--- src/rtl/keypad_scanner_if.sv ---
// keypad_scanner_if: matrix pins and key strobe bundle.
// rows/cols face the keypad; newkey/keycode feed the core.
interface keypad_scanner_if;
  logic [4:0] rows;
  logic [4:0] cols;
  logic       newkey;
  logic [4:0] keycode;

  modport master (
    input  rows,
    output cols,
    output newkey,
    output keycode
  );

  modport slave (
    output rows,
    input  cols,
    input  newkey,
    input  keycode
  );
endinterface

--- src/rtl/keypad_scanner.sv ---
// keypad_scanner: 5x5 active-low matrix scan, debounce, keycode.
// Ports: clock, reset (sync, high), kp (rows in; cols/newkey/keycode out).
module keypad_scanner #(
  parameter int SCAN_DIV = 1000,
  parameter int DEBOUNCE = 4
) (
  input  logic             clock,
  input  logic             reset,
  keypad_scanner_if.master kp
);

  localparam int DW = (SCAN_DIV > 1) ? $clog2(SCAN_DIV) : 1;
  localparam int CW = $clog2(DEBOUNCE + 1);
  localparam logic [DW-1:0] DIV_LAST = DW'(SCAN_DIV - 1);
  localparam logic [CW:0]   DB = (CW+1)'(DEBOUNCE);

  typedef enum logic [1:0] {
    S_IDLE,
    S_CAND,
    S_HELD
  } state_t;

  logic [4:0]    r_sync1;
  logic [4:0]    r_sync2;
  logic [DW-1:0] r_div;
  logic [2:0]    r_col;
  logic [4:0]    r_cols;
  logic [1:0]    r_acc_n;
  logic [4:0]    r_acc_idx;

  state_t        r_state;
  logic [4:0]    r_cand;
  logic [CW-1:0] r_cnt;
  logic [CW-1:0] r_rel;
  logic          r_newkey;
  logic [4:0]    r_keycode;

  logic          w_sample;
  logic          w_eval;
  logic [1:0]    w_col_n;
  logic [4:0]    w_col_idx;
  logic [1:0]    w_tot_n;
  logic [4:0]    w_tot_idx;
  logic          w_none;
  logic          w_single;
  logic [CW:0]   w_cnt_nx;
  logic [CW:0]   w_rel_nx;

  function automatic logic [4:0] f_map(input logic [4:0] idx);
    unique case (1'b1)
      (idx < 5'd16):  f_map = {1'b1, idx[3:0]};
      (idx == 5'd16): f_map = 5'b01001;
      (idx == 5'd17): f_map = 5'b01010;
      (idx == 5'd18): f_map = 5'b00001;
      (idx == 5'd19): f_map = 5'b00100;
      (idx == 5'd20): f_map = 5'b00010;
      (idx == 5'd21): f_map = 5'b01100;
      default:        f_map = 5'b00000;
    endcase
  endfunction

  assign w_sample = (r_div == DIV_LAST);
  assign w_eval   = w_sample && (r_col == 3'd4);

  // Closed mapped keys on the driven column; count saturates at 2
  // since only none/one/many matters.
  always_comb begin
    w_col_n   = 2'd0;
    w_col_idx = 5'd0;
    for (int r = 0; r < 5; r++) begin
      if (!r_sync2[r] &&
          (5'(r * 5) + {2'b00, r_col}) < 5'd22) begin
        if (w_col_n == 2'd0)
          w_col_idx = 5'(r * 5) + {2'b00, r_col};
        if (w_col_n != 2'd2)
          w_col_n = w_col_n + 2'd1;
      end
    end
  end

  // Fold this column into the running scan result.
  always_comb begin
    if (r_acc_n == 2'd0) begin
      w_tot_n   = w_col_n;
      w_tot_idx = w_col_idx;
    end else begin
      w_tot_idx = r_acc_idx;
      w_tot_n   = (w_col_n == 2'd0) ? r_acc_n : 2'd2;
    end
  end

  assign w_none   = (w_tot_n == 2'd0);
  assign w_single = (w_tot_n == 2'd1);
  assign w_cnt_nx = {1'b0, r_cnt} + (CW+1)'(1);
  assign w_rel_nx = {1'b0, r_rel} + (CW+1)'(1);

  always_ff @(posedge clock) begin
    if (reset) begin
      r_sync1   <= 5'h1f;
      r_sync2   <= 5'h1f;
      r_div     <= '0;
      r_col     <= 3'd0;
      r_cols    <= 5'b11110;
      r_acc_n   <= 2'd0;
      r_acc_idx <= 5'd0;
    end else begin
      r_sync1 <= kp.rows;
      r_sync2 <= r_sync1;
      if (w_sample) begin
        r_div  <= '0;
        r_cols <= {r_cols[3:0], r_cols[4]};
        if (r_col == 3'd4) begin
          r_col     <= 3'd0;
          r_acc_n   <= 2'd0;
          r_acc_idx <= 5'd0;
        end else begin
          r_col     <= r_col + 3'd1;
          r_acc_n   <= w_tot_n;
          r_acc_idx <= w_tot_idx;
        end
      end else begin
        r_div <= r_div + DW'(1);
      end
    end
  end

  always_ff @(posedge clock) begin
    if (reset) begin
      r_state   <= S_IDLE;
      r_cand    <= 5'd0;
      r_cnt     <= '0;
      r_rel     <= '0;
      r_newkey  <= 1'b0;
      r_keycode <= 5'd0;
    end else begin
      r_newkey <= 1'b0;
      if (w_eval) begin
        unique case (r_state)
          S_IDLE: begin
            if (w_single) begin
              r_cand <= w_tot_idx;
              if (DEBOUNCE == 1) begin
                r_newkey  <= 1'b1;
                r_keycode <= f_map(w_tot_idx);
                r_state   <= S_HELD;
                r_cnt     <= '0;
                r_rel     <= '0;
              end else begin
                r_cnt   <= CW'(1);
                r_state <= S_CAND;
              end
            end
          end
          S_CAND: begin
            if (w_single && w_tot_idx == r_cand) begin
              if (w_cnt_nx == DB) begin
                r_newkey  <= 1'b1;
                r_keycode <= f_map(r_cand);
                r_state   <= S_HELD;
                r_cnt     <= '0;
                r_rel     <= '0;
              end else begin
                r_cnt <= w_cnt_nx[CW-1:0];
              end
            end else if (w_single) begin
              r_cand <= w_tot_idx;
              r_cnt  <= CW'(1);
            end else begin
              r_state <= S_IDLE;
              r_cnt   <= '0;
              r_rel   <= '0;
            end
          end
          S_HELD: begin
            if (w_none) begin
              if (w_rel_nx == DB) begin
                r_state <= S_IDLE;
                r_cnt   <= '0;
                r_rel   <= '0;
              end else begin
                r_rel <= w_rel_nx[CW-1:0];
              end
            end else begin
              r_rel <= '0;
            end
          end
          default: begin
            r_state <= S_IDLE;
            r_cnt   <= '0;
            r_rel   <= '0;
          end
        endcase
      end
    end
  end

  assign kp.cols    = r_cols;
  assign kp.newkey  = r_newkey;
  assign kp.keycode = r_keycode;

endmodule

--- src/flat_wrapper.sv ---
// flat-port wrapper written by rule: the top's interface ports become plain ports
module keypad_scanner_flat 
#(
  parameter int SCAN_DIV = 1000,
  parameter int DEBOUNCE = 4
)
  (clock, reset, kp_rows, kp_cols, kp_newkey, kp_keycode);
  keypad_scanner_if kp_i ();
  input  logic clock;
  input  logic reset;
  input wire logic [$bits(kp_i.rows)-1:0] kp_rows;
  output wire logic [$bits(kp_i.cols)-1:0] kp_cols;
  output wire logic [$bits(kp_i.newkey)-1:0] kp_newkey;
  output wire logic [$bits(kp_i.keycode)-1:0] kp_keycode;
  assign kp_i.rows = kp_rows;
  assign kp_cols = kp_i.cols;
  assign kp_newkey = kp_i.newkey;
  assign kp_keycode = kp_i.keycode;
  keypad_scanner #(.SCAN_DIV(SCAN_DIV), .DEBOUNCE(DEBOUNCE)) u_core (.clock(clock), .reset(reset), .kp(kp_i));
endmodule
--- config.mk ---
export PLATFORM = sky130hd
export DESIGN_NAME = keypad_scanner_flat
export DESIGN_NICKNAME = d
export VERILOG_FILES = /design/src/rtl/keypad_scanner_if.sv /design/src/rtl/keypad_scanner.sv /design/src/flat_wrapper.sv
export SDC_FILE = /design/constraint.sdc
export NUM_CORES = 1
export LEC_CHECK = 0
export ABC_CLOCK_PERIOD_IN_PS = 6450
export BUFFER_PORTS_ARGS = -buffer_cell sky130_fd_sc_hd__buf_2
export CAP_MARGIN = 20
export CORE_ASPECT_RATIO = 0.5
export CORE_UTILIZATION = 35
export DETAILED_ROUTE_END_ITERATION = 16
export SETUP_SLACK_MARGIN = 0.02
export SLEW_MARGIN = 10
export SYNTH_ARGS = -nofsm -noshare
export SYNTH_HDL_FRONTEND = slang
export SYNTH_SLANG_ARGS = --single-unit
--- constraint.sdc ---
create_clock -name clock -period 6.45 [get_ports clock]
set_input_delay 0.3225 -clock clock [delete_from_list [all_inputs] [get_ports clock]]
set_output_delay 0.3225 -clock clock [all_outputs]
set_load 0.02 [all_outputs]
# Yosys cells after proc, flatten, opt, wreduce, memory -nomap -nowiden
# Cells that the tools add are included.
[classes]
n_addsub = 12
magnitude_cmp = 6
eq_ne = 24
muxes = 49
n_bitwise = 4
reduce_logical = 28
[ops]
columns = ["op", "count"]
rows = [
  ["$mux 5", 12],
  ["$mux 3", 12],
  ["$pmux 5 s7", 1],
  ["$mux 2", 17],
  ["$eq 5x5->1 const B", 6],
  ["$lt 5x5->1 const B", 5],
  ["$pmux 3 s3", 2],
  ["$logic_not 2->1", 8],
  ["$reduce_and 4->1", 3],
  ["$add 10x1->10 const B", 1],
  ["$add 4x3->5 const A", 2],
  ["$eq 10x10->1 const B", 1],
  ["$pmux 5 s2", 1],
  ["$add 3x1->4 const B", 2],
  ["$eq 4x3->1 const B", 2],
  ["$ne 2x2->1 const B", 4],
  ["$logic_and 1x1->1", 7],
  ["$add 2x1->2 const B", 3],
  ["$ne 2x1->1 const B", 3],
  ["$ne 3x3->1 const B", 2],
  ["$pmux 2 s3", 1],
  ["$reduce_and 6->1", 1],
  ["$add 5x3->5 const A", 1],
  ["$eq 5x5->1", 1],
  ["15 further kinds", 25],
]
[word_totals]
regBits = 54
out_inout_bits = 11
elab_cells = 136

# Logic depth before layout (Yosys ltp)
[depth]
depth_word = 22
ltp_mapped = 20
mapped_depth_nobuf = 18

# Least setup slack after synthesis
# Ideal clock, no wire load.
[synth_timing]
kind = "reg2reg"
from = "reg u_core.r_col[1]"
to = "reg u_core.r_keycode[0], in the netlist u_core.kp.keycode[0]"
setup_ps = 121
t_arrival_ps = 4339
required_ps = 6329
slack_ps = 1990
stages_incl_launch_ff = 20
period_less_slack_ps = 4460
cell_sequence = "dfxtp_1 inv_1 ha_1 a21oi_4 mux2_2 inv_1 ha_1 inv_1 a2111oi_0 a21oi_1 ha_1 and3b_1 buf_6 o311ai_4 a21oi_1 mux2_4 a2111o_1 nor4_4 nand3_4 mux2_4"
[synth_between]
elab_chain_cells = 21
[synth_rtl]
columns = ["element", "line", "text"]
rows = [
  ["start, declared", "keypad_scanner.sv:26", "logic [2:0] r_col;"],
  ["start signal, assigned", "keypad_scanner.sv:117", "r_col <= r_col + 3'd1;"],
  ["$lt 3x5->1", "keypad_scanner.sv:72", "(5'(r * 5) + {2'b00, r_col}) < 5'd22) begin"],
  ["$logic_and 1x1->1", "keypad_scanner.sv:71", "if (!r_sync2[r] &&"],
  ["$mux 1", "keypad_scanner.sv:71", ""],
  ["$add 1x1->2 or $ne 1x2->1 (tied branches)", "keypad_scanner.sv:76, keypad_scanner.sv:75", ""],
  ["$mux 2", "keypad_scanner.sv:75", "if (w_col_n != 2'd2)"],
  ["$mux 2", "keypad_scanner.sv:71", ""],
  ["$add 2x1->2 or $ne 2x2->1 (tied branches)", "keypad_scanner.sv:76, keypad_scanner.sv:75", ""],
  ["$mux 2", "keypad_scanner.sv:75", ""],
  ["[... 5 more ...]", "n/a", ""],
  ["$mux 2", "keypad_scanner.sv:75", ""],
  ["$mux 2", "keypad_scanner.sv:71", ""],
  ["$logic_not 2->1", "keypad_scanner.sv:88", "w_tot_n = (w_col_n == 2'd0) ? r_acc_n : 2'd2;"],
  ["$mux 2", "keypad_scanner.sv:88", ""],
  ["$mux 2", "keypad_scanner.sv:83", "if (r_acc_n == 2'd0) begin"],
  ["$eq 2x1->1", "keypad_scanner.sv:93", "assign w_single = (w_tot_n == 2'd1);"],
  ["$logic_and 1x1->1", "keypad_scanner.sv:155", "if (w_single && w_tot_idx == r_cand) begin"],
  ["$reduce_and 4->1 (no line) (*)", "n/a", ""],
  ["end signal, assigned", "keypad_scanner.sv:144", "r_keycode <= f_map(w_tot_idx);"],
  ["end signal, assigned", "keypad_scanner.sv:158", "r_keycode <= f_map(r_cand);"],
  ["end, declared", "keypad_scanner.sv:36", "logic [4:0] r_keycode;"],
]
# Mark *: on every way between the ends. The rest lies on a longest branch, timed or not.
# A chain may end at the register's enable or synchronous reset.

# Final worst setup path
[layout_timing]
from = "reg u_core.r_col[1]"
to = "reg u_core.r_keycode[2], in the netlist u_core.kp.keycode[2]"
# Same word-level chain as after synthesis.

==> results.yml <==
run_status:
  status: "complete, no violations"
clocking:
  clkTransAtPathRegs_ns: 0.07
  clock-root-buffer: "clkbuf_16"
  ctsResizeCount: 0
  postCtsSetupRepairBufs: 0
  cts_max_level: 2
  cts_hold_buf: 0
  cts_buffers: 5
  clk_latency_ns: 0.29
  tritoncts: "yes"
  cts_max_path_buffers: 2
  cts.sinks: 54
die:
  die_x_um: 141
  die_area_um2: 10100
  die_y_um: 71.6
  pin_count: 18
  fp-row-count: 24
  initial_core_util_pct: 37.5
  core_um2: 9040
final_layout:
  seq_area_um2: 1080
  layout_commonest_cell: "dfxtp_1"
  areaGrowthSynthToFinish_pct: 9.42
  multi_input_area_um2: 2160
  diodes: 0
  fillCellCount: 919
  nets: 436
  drive_gt1_share_pct: 14.7
  finalNonFillerCells: 539
  layout_common_cells: "54 x dfxtp_1, 38 x nor2_1, 31 x nand2_1"
yosys:
  synth.area.top_cells: "dfxtp_1 32%, ha_1 7.8%, a21oi_1 4.4%, nor2_1 4.2%, nand2_1 3.4%"
  syn_area_per_cell_um2: 8.47
  synth_mux_area_share_pct: 3.58
  synthCells: 400
  yosysSeqAreaShare_pct: 31.9
  synth_edf_count: 0
  ys_warn_count: 0
  yosys.area.top_type: "dfxtp_1"
  syn_nets: 428
  yosys.area_share.adder_pct: 7.76
  synth_top_family_by_area: "simple AND/OR/NAND/NOR gates"
  synth_cell_types: 78
  yosys.area_share.simple_pct: 27.7
  synth-compound-area-share_pct: 21.9
  syn_area_um2: 3390
  async_flop_share_pct: 0
  synth_seq_cells: 54
  synth_xor_xnor_area_share_pct: 2.84
  synth_top_area_share_pct: 31.9
  ys.flop_type: "dfxtp_1"
timing:
  slew_violations: 0
  max_freq_mhz: 203
  setup_violations: 0
  max_slew_margin_pct: 48.6
  fin_setup_tns_ns: 0
  post-route-period-util_pct: 76.4
  finalHoldViolations: 0
  fin_crit_ns: 4.93
  fin_worst_skew_ns: 0.00331
  worstMarginPinSlew_ns: 0.771
  rsz0062_at_grt: "false"
global_routing:
  antenna_found_initial: 0
  grtUsageTotal_pct: 16.2
  grt_pass1_wl_um: 13000
  grt_max_degree: 49
  overflow: 0
  grt_pass1_vias: 2553
worst_setup_path:
  cp.required_ns: 6.63
  path_max_fanout: 10
  path_delay_family: "compound AO/OA/AOI/OAI gates"
  path_cells: "inv_1 -> ha_1 -> a21oi_4 -> mux2i_1 -> ha_1 -> inv_1 -> a2111oi_0 -> a21oi_1 -> ha_1 -> and3b_1 -> o311ai_4 -> a21oi_1 -> mux2_4 -> a2111o_1 -> nor4_4 -> nand3_4 -> mux2_4"
  critPathKind: "reg -> reg"
  reg2reg_from: "u_core.r_col[1]"
  cp.depth: 17
  path_buf_inv: 2
  slowest_stage: "a2111oi_0"
  rr_worst_depth: 17
  crit_start: "u_core.r_col[1]"
  cp.arrival_ns: 5.11
  critPathCaptureType: "register"
  crit_top_cell: "ha_1"
  critical-path-max-stage-delay_ns: 0.44
  cp-start-kind: "register"
routing:
  antenna_left: 0
  drc: 0
  viasPerCell: 5.27
  drt-initial-drc-count: 177
  wl_um: 7650
  dr.pass1.iters: 4
  vias: 2840
  wl_per_cell_um: 14.2
min_path:
  hold_class: "in -> reg"
  holdPathStages: 2
  hp-start: "kp_rows[4]"
place:
  port_buffers: 17
  dpl.hpwl_um: 5640
  dp_cells: 531
  routabilityCongestion: 0.875
pwr:
  ir_drop_mv: 0.115
  power_density_nw_per_um2: 185
  p_leak_nw: 1.41
run:
  cap_viol_max_count: 0
## per-stage QoR
stage | power [W] | setup WS (ns) | utilization (%) | hold WS (ns) | instance area, µm²
floorplan | 0.000396 | 1.99 | - | 0.389 | 3390
global placement | 0.000410 | 1.70 | 39.3 | 0.392 | 3550
detailed placement | 0.000410 | 1.53 | 39.3 | 0.397 | 3550
CTS | 0.000693 | 1.52 | 41.0 | 0.209 | 3710
global route | 0.000716 | 1.12 | 41.0 | 0.202 | 3710
finish | 0.000685 | 1.52 | 41.0 | 0.210 | 3710
## logic make-up after synthesis
| group | after synthesis |
|---|---|
| fa+ha+maj | 21 |
| simple gates | 171 |
| flops | 54 |
| xor+xnor | 11 |
| buf+inv | 31 |
| compound gates | 103 |
| mux | 9 |
## layout make-up
cell class              instances  share of cell area [%]
flip-flops and latches         54                    29.2
inverters                      14                    1.42
repair buffers                 18                    2.50
clock buffers                   6                    3.75
clock inverters                 2                   0.439
well taps                     130                    4.39
multi-input cells             315                    58.3
## routing by layer
| metal | global-route usage [%] | part of all wire [%] | vias to the layer above |
|---|---|---|---|
| li1 | - | - | 1466 |
| met1 | 25.3 | 55 | 1295 |
| met2 | 22.9 | 39 | 72 |
| met3 | 2.01 | 5.4 | 7 |
| met4 | 4.71 | 1.1 | 0 |
| met5 | 0 | 0 | - |
## where the power goes
group          total [W]  leakage [nW]  internal (W)  switching (W)
Combinational  0.0000620         0.898     0.0000237      0.0000383
Clock           0.000282        0.0735      0.000156       0.000126
Sequential      0.000341         0.438      0.000338     0.00000364
## registers in the layout, summed over array words and instances (netlist names)
name and count:
u_core.kp.newkey 1, u_core.kp.cols 5, u_core.r_state 2, u_core.r_cand 5, u_core.kp.keycode 5, u_core.r_cnt 3
u_core.r_sync1 5, u_core.r_col 3, u_core.r_div 10, u_core.r_sync2 5, u_core.r_rel 3, u_core.r_acc_n 2
u_core.r_acc_idx 5
## path summary, 6_finish.rpt
kind / slack, ns / end
max reg2reg: 1.52 / u_core.kp.keycode[2]
min reg2reg: 0.41 / u_core.r_sync2[3]
max: 1.52 / u_core.kp.keycode[2]
min: 0.21 / u_core.r_sync1[4]
## cell usage after synthesis (3+ instances only)
master,n
o21a_1,3
a31oi_1,4
nand2b_1,9
nor3_1,11
ha_1,21
buf_6,3
nor2b_1,14
xor2_1,4
o21ai_0,19
nand2_1,31
mux2_4,6
and3_1,4
nand3b_1,6
nand4_1,8
dfxtp_1,54
or3_1,5
a211oi_1,5
a2111oi_0,3
inv_1,14
nor4_1,3
nand3_1,11
a21oi_1,30
clkbuf_1,12
or2_2,11
xnor2_1,7
nor2_1,38
(Power assumes the default switching activity.)
